**config.mk**
```make
export PLATFORM = sky130hd
export DESIGN_NAME = pitch_sdram_bridge
export DESIGN_NICKNAME = d
export VERILOG_FILES = /design/src/rtl/pitch_sdram_bridge.sv
export SDC_FILE = /design/constraint.sdc
export NUM_CORES = 1
export LEC_CHECK = 0
export ABC_AREA = 1
export CAP_MARGIN = 20
export CORE_ASPECT_RATIO = 1.75
export CORE_UTILIZATION = 43
export DETAILED_ROUTE_END_ITERATION = 10
export GPL_ROUTABILITY_DRIVEN = 0
export PLACE_DENSITY = 0.82
export SLEW_MARGIN = 15
export SYNTH_ARGS = -nofsm -noshare
export SYNTH_HDL_FRONTEND = slang
export SYNTH_SLANG_ARGS = --single-unit
```
**constraint.sdc**
```tcl
create_clock -name i_clk -period 2.36 [get_ports i_clk]
set_input_delay 0.59 -clock i_clk [delete_from_list [all_inputs] [get_ports i_clk]]
set_output_delay 0.59 -clock i_clk [all_outputs]
set_load 0.02 [all_outputs]
```
**src/rtl/pitch_sdram_bridge.sv**
```systemverilog
// Pitch-core request responder: each level read/write becomes one Avalon-MM transfer.
// Optional watchdog enabled by defining PITCH_BRIDGE_TIMEOUT_EN.
module pitch_sdram_bridge #(
  parameter int unsigned ADDR_W         = 23,
  parameter int unsigned DATA_W         = 32,
  parameter int unsigned TIMEOUT_CYCLES = 1024
) (
  input  logic                i_clk,
  input  logic                i_rst_n,
  input  logic                pitch_read,
  input  logic                pitch_write,
  input  logic [ADDR_W-1:0]   pitch_addr,
  input  logic [DATA_W-1:0]   pitch_writedata,
  output logic [DATA_W-1:0]   pitch_readdata,
  output logic                pitch_sdram_finished,
  output logic [ADDR_W-1:0]   avm_address,
  output logic                avm_read,
  output logic                avm_write,
  output logic [DATA_W-1:0]   avm_writedata,
  output logic [DATA_W/8-1:0] avm_byteenable,
  input  logic [DATA_W-1:0]   avm_readdata,
  input  logic                avm_readdatavalid,
  input  logic                avm_waitrequest,
  output logic                bridge_busy,
  output logic                bridge_error
);

  typedef enum logic [2:0] {IDLE, RD_CMD, RD_WAIT, WR_CMD, DONE, GAP} state_e;

  state_e              state_q, state_d;
  logic [ADDR_W-1:0]   addr_q, addr_d;
  logic [DATA_W-1:0]   wdata_q, wdata_d;
  logic [DATA_W-1:0]   rdata_q, rdata_d;
  logic                rd_q, rd_d, wr_q, wr_d;
  logic                fin_q, fin_d, busy_q, busy_d, err_q, err_d;
  logic [DATA_W/8-1:0] be_q, be_d;
  logic                timeout;

  if (TIMEOUT_CYCLES < 2) begin : g_bad_timeout
    $error("TIMEOUT_CYCLES must be at least 2");
  end

`ifdef PITCH_BRIDGE_TIMEOUT_EN
  localparam int unsigned CNT_W = $clog2(TIMEOUT_CYCLES);
  logic [CNT_W-1:0] cnt_q, cnt_d;

  // Counts only while a transfer is outstanding; zero on entry to RD_CMD/WR_CMD.
  always_comb begin
    cnt_d = '0;
    if (state_q == RD_CMD || state_q == RD_WAIT || state_q == WR_CMD) begin
      cnt_d = cnt_q + CNT_W'(1);
    end
  end

  always_ff @(posedge i_clk or negedge i_rst_n) begin
    if (!i_rst_n) cnt_q <= '0;
    else          cnt_q <= cnt_d;
  end

  assign timeout = (cnt_q == CNT_W'(TIMEOUT_CYCLES - 1));
`else
  assign timeout = 1'b0;
`endif

  always_comb begin
    state_d = state_q;
    addr_d  = addr_q;
    wdata_d = wdata_q;
    rdata_d = rdata_q;
    err_d   = err_q;
    rd_d    = 1'b0;
    wr_d    = 1'b0;
    fin_d   = 1'b0;
    unique case (state_q)
      IDLE: begin
        if (pitch_read) begin
          addr_d  = pitch_addr;
          rd_d    = 1'b1;
          err_d   = 1'b0;
          state_d = RD_CMD;
        end else if (pitch_write) begin
          addr_d  = pitch_addr;
          wdata_d = pitch_writedata;
          wr_d    = 1'b1;
          err_d   = 1'b0;
          state_d = WR_CMD;
        end
      end
      RD_CMD: begin
        if (!avm_waitrequest) begin
          if (avm_readdatavalid) begin
            rdata_d = avm_readdata;
            fin_d   = 1'b1;
            state_d = DONE;
          end else begin
            state_d = RD_WAIT;
          end
        end else if (timeout) begin
          rdata_d = '0;
          err_d   = 1'b1;
          fin_d   = 1'b1;
          state_d = DONE;
        end else begin
          rd_d = 1'b1;
        end
      end
      RD_WAIT: begin
        if (avm_readdatavalid) begin
          rdata_d = avm_readdata;
          fin_d   = 1'b1;
          state_d = DONE;
        end else if (timeout) begin
          rdata_d = '0;
          err_d   = 1'b1;
          fin_d   = 1'b1;
          state_d = DONE;
        end
      end
      WR_CMD: begin
        if (!avm_waitrequest) begin
          fin_d   = 1'b1;
          state_d = DONE;
        end else if (timeout) begin
          rdata_d = '0;
          err_d   = 1'b1;
          fin_d   = 1'b1;
          state_d = DONE;
        end else begin
          wr_d = 1'b1;
        end
      end
      DONE:    state_d = GAP;
      GAP:     state_d = IDLE;
      default: state_d = IDLE;
    endcase
    be_d   = (rd_d || wr_d) ? '1 : '0;
    busy_d = (state_d != IDLE);
  end

  always_ff @(posedge i_clk or negedge i_rst_n) begin
    if (!i_rst_n) begin
      state_q <= IDLE;
      addr_q  <= '0;
      wdata_q <= '0;
      rdata_q <= '0;
      rd_q    <= 1'b0;
      wr_q    <= 1'b0;
      fin_q   <= 1'b0;
      busy_q  <= 1'b0;
      err_q   <= 1'b0;
      be_q    <= '0;
    end else begin
      state_q <= state_d;
      addr_q  <= addr_d;
      wdata_q <= wdata_d;
      rdata_q <= rdata_d;
      rd_q    <= rd_d;
      wr_q    <= wr_d;
      fin_q   <= fin_d;
      busy_q  <= busy_d;
      err_q   <= err_d;
      be_q    <= be_d;
    end
  end

  assign pitch_readdata       = rdata_q;
  assign pitch_sdram_finished = fin_q;
  assign avm_address          = addr_q;
  assign avm_read             = rd_q;
  assign avm_write            = wr_q;
  assign avm_writedata        = wdata_q;
  assign avm_byteenable       = be_q;
  assign bridge_busy          = busy_q;
  assign bridge_error         = err_q;

endmodule
```
Word-level counts from Yosys, hierarchy flattened
Cells that the tools add are included.
Cells by class
  equality and inequality tests: 5
  multiplexer cells: 25
  reductions and logical operators: 8
  bitwise operators: 1
Operators by type and width (count)
  $mux 32: 2
  $pmux 32 s2: 1
  $mux 23: 2
  $mux 3: 6
  $pmux 3 s5: 1
  $mux 1: 9
  $eq 3x2->1 const B: 2
  $mux 4: 1
  $pmux 1 s2: 2
  $reduce_and 2->1: 2
  $reduce_bool 2->1: 2
  $eq 3x1->1 const B: 1
  $eq 3x3->1 const B: 1
  $logic_not 3->1: 1
  $pmux 1 s3: 1
  $reduce_and 3->1: 1
  $reduce_bool 3->1: 1
  $ne 2x2->1 const B: 1
  $logic_or 1x1->1: 1
  $not 1->1: 1
Storage, ports and cells
  output and inout port bits: 96
  register bits: 99
  bits of input ports: 93

Depth between registers and ports, before layout
  depth in word-level cells: 5
  mapped depth: 8
  depth with buffers taken out: 7

Worst setup path before layout
Ideal clock, no wire load.
  path kind: input to register
  from: input pitch_write
  to: register wdata_q[16], in the netlist avm_writedata[16]
  buffers on the path: 2
  library setup time: 0.126 ns
  arrival time: 1.235 ns
  cell stages on the path: 7
  slack: 0.999 ns
  cells stage by stage: inv_1 -> nor2_1 -> nand3_1 -> buf_4 -> buf_2 -> nand2_1 -> o21ai_0
Between the ends
  cells in the longest elaborated chain, start to end: 1
RTL lines
  start, declared: line 11  | input logic pitch_write,
  $reduce_and 3->1 (no source line)
  end signal, assigned: line 155  | wdata_q <= wdata_d;
  end, declared: line 32  | logic [DATA_W-1:0] wdata_q, wdata_d;
No other way between the ends.
A chain may end at the register's enable or synchronous reset.

Worst setup path in the final report
  from: register wdata_q[6], in the netlist avm_writedata[6]
  to: output avm_writedata[6]
RTL lines
  end, declared: line 19  | output logic [DATA_W-1:0] avm_writedata,
No word-level cell between the ends.

==> results by group <==
STA
  – Worst Clk Skew: roughly 0.007 ns
  – Hold Violations, Final: 0
  – RSZ-0062 raised after global routing: no
  – # setup viols final: 0
  – Rel. slew slack: 59.8%
  – TNS Setup: 0 ns
  – Final Cycle Share: roughly four fifths
  – Slew Limit Fails: 0
  – Period minus WS final: 1.93 ns
  – Fmax: slightly above 500 MHz
  – Worst-margin pin slew: 0.604 ns

Place
  – Dpl cells: about 710
  – Port bufs: about 190
  – Post-DP Area: ~5700 um^2
  – HPWL Detailed: slightly above 7000 um

Worst setup path
  – Slowest CP cell: clkdlybuf4s50_1
  – Critical path's largest stage delay: ~0.65 ns
  – Crit Path Class: reg2out
  – CP bufs+invs: 1
  – Worst r2r dst: pitch_readdata[29]
  – Setup slack, reg-to-reg: ~0.89 ns
  – WP data arrival: between 1 and 1.5 ns
  – CP Launch Type: flop
  – Cell Chain, Critical Path: clkdlybuf4s50_1
  – Crit Path Max Fanout: 2
  – CP required: between 1.5 and 2 ns
  – Reg2reg path depth: 6
  – Top delay family on crit path: buffers and inverters
  – R2R Path Start: state_q[1]
  – Setup crit end kind: output port
  – CP Depth: 1

Global routing
  – Largest net degree at the start of global routing: 65
  – Antenna violations before repair: 0
  – GRT Overall Usage: 21.9%
  – First-pass GRT wire length: 15300 um
  – GRT overflow: 0
  – Number of global-route vias before repair: roughly 3300

Synthesis
  – Synth cell count leaders: 205 x nand2_1, 95 x dfrtp_1, 41 x inv_1
  – Most frequent cell after synthesis: nand2_1
  – Cells after Synth: between 400 and 500
  – Synth Area per Inst: 8.92 um^2
  – FF+latch count, synth: 95
  – Synth async-reset ratio: 100%
  – Yosys top cell area share: between 60% and 70%
  – YS warnings: 0
  – Synth Flop Type: dfrtp_1
  – Post-synth EDFFs: 0
  – Syn Std Cell Area: roughly 3800 um^2
  – Top cell type by total area after synthesis: dfrtp_1
  – Top post-synthesis cells by area: dfrtp_1 63%, nand2_1 20%, inv_1 4.1%, o21ai_0 3.1%, buf_4 2.4%
  – Synth Net Count: a little over 500
  – Register area share after synthesis: 63.1%
  – Yosys cell types: 18

Cells and area
  – Antenna Cells: 0
  – Cell area after layout: roughly 6000 um^2
  – Layout cells sized above 1: under 10%
  – Final layout net count: roughly 700
  – Syn-to-layout area delta: 59.0%
  – Fillers: between 600 and 700
  – Post-Layout Cell Count: a little over 700

CTS
  – Hold-fix buffers, CTS: 0
  – CTS Buf Count: 9
  – Reg clk slew, reported paths: roughly 0.070 ns
  – TritonCTS Sinks: 95
  – H-tree depth: 3
  – Clk buf depth: 2
  – Post-CTS Setup Bufs: 0
  – TritonCTS clock tree: built
  – Root Buffer: clkbuf_16
  – Clock latency on the worst-skew pair: approximately 0.33 ns
  – Post_cts resized: 0

Floorplan
  – I/O Pins: ~190
  – Die Y: 126 um
  – Core area: around 8400 um^2
  – Starting Density: between 40% and 50%
  – Num rows: 44
  – Die X: 72.7 um
  – Die area: ~9200 um^2

Outcome
  – Outcome: finished, final reports clean

Detailed routing
  – Detailed-route wire length per cell: ~13 um
  – 1st-iter DRT viols: slightly above 200
  – Vias post-DR: 3316
  – Routed Antenna Nets: 0
  – Drt first pass iters: 5
  – Vias/cell: 4.59
  – Total routed wirelength: between 9000 and 10000 um
  – Residual DRC: 0

Worst hold path
  – Min-delay worst type: in2async

Power and ir drop
  – LEAKAGE: a little under 3 nW
  – Total Power: between 8 and 9 mW
  – Power per cell area: around 1400 nW/um^2
  – Worst ir drop on vdd: 0.730 mV

Flow run
  – Max-cap violation count: 0
## layout by cell type (no fill, tap or decap)
| master | count |
|---|---|
| nand2_1 | 205 |
| clkdlybuf4s50_1 | 186 |
| dfrtp_1 | 95 |
| inv_1 | 41 |
| o21ai_0 | 23 |
| o21ai_1 | 11 |
| clkbuf_16 | 9 |
| nor2_1 | 7 |
| nand4_1 | 4 |
| nand3_1 | 4 |
| buf_4 | 4 |
| inv_2 | 3 |
| clkinvlp_4 | 3 |
| nand2_2 | 2 |
| buf_12 | 2 |
| nor2_4 | 1 |
| nand3_2 | 1 |
| a21oi_4 | 1 |
| or2_1 | 1 |
| conb_1 | 1 |
| clkbuf_1 | 1 |
| clkinv_2 | 1 |
| bufinv_16 | 1 |
| clkbuf_8 | 1 |
## routing by layer
layer	vias up	GRT usage [%]	wire length, um
li1	1622	-	-
met1	1514	23.8	3410
met2	141	37.5	5050
met3	39	4.48	479
met4	0	14.3	486
met5	-	0	0
## worst reg2reg max path, stage by stage (launching register included)
cell and delay (ns):
dfrtp_1 0.52, nor2_1 0.11, nand3_1 0.11, nand2_2 0.08, inv_2 0.39, nand2_1 0.12
nand2_1 0.09
## registers in the layout, indices dropped and copies added (netlist names), 3 cells and up
| name | flops |
|---|---|
| state_q | 3 |
| avm_address | 23 |
| avm_writedata | 32 |
| pitch_readdata | 32 |
## where the power goes
part | switching (mW) | total (mW) | internal (mW)
registers | 0.440 | 2.83 | 2.39
clock network | 0.584 | 1.43 | 0.848
logic | 2.13 | 3.94 | 1.81
total | 3.15 | 8.20 | 5.05
## layout make-up
class                           instances  area, um^2  area share, %
Tap cell                              115         144           2.40
Multi-Input combinational cell        261        1070           17.9
Sequential cell                        95        2380           39.7
Timing Repair Buffer                  192        1930           32.3
Clock buffer                           11         243           4.05
Inverter                               44         165           2.76
Clock inverter                          5        57.6          0.961
## metrics by stage
| stage | utilization, % | worst slack [ns] | hold WS, ns |
|---|---|---|---|
| finish | 71.6 | 0.429 | 0.267 |
| global route | 71.6 | 0.399 | 0.317 |
| CTS | 71.6 | 0.411 | 0.284 |
| detailed placement | 68.0 | 0.305 | 0.457 |
| global placement | 68.0 | 0.363 | 0.453 |
| floorplan | - | 0.999 | 0.294 |
## how the worst max path moves through the flow
stage	from	endpoint
after floorplan	pitch_write	avm_writedata[16]
after global placement	avm_waitrequest	pitch_readdata[12]
after detailed placement	avm_waitrequest	pitch_readdata[29]
after CTS	avm_writedata[6]	avm_writedata[6]
after global routing	avm_writedata[26]	avm_writedata[26]
final	avm_writedata[6]	avm_writedata[6]
## kinds of logic after synthesis
logic type,count (synthesis),share of synthesized area [%]
buffers and inverters,66,8.57
AOI/OAI and AO/OA,35,4.95
DFF,95,63.1
and+or+nand+nor,225,23.3
other,1,0.0996
Note: power is estimated with default switching activity, not from simulation.
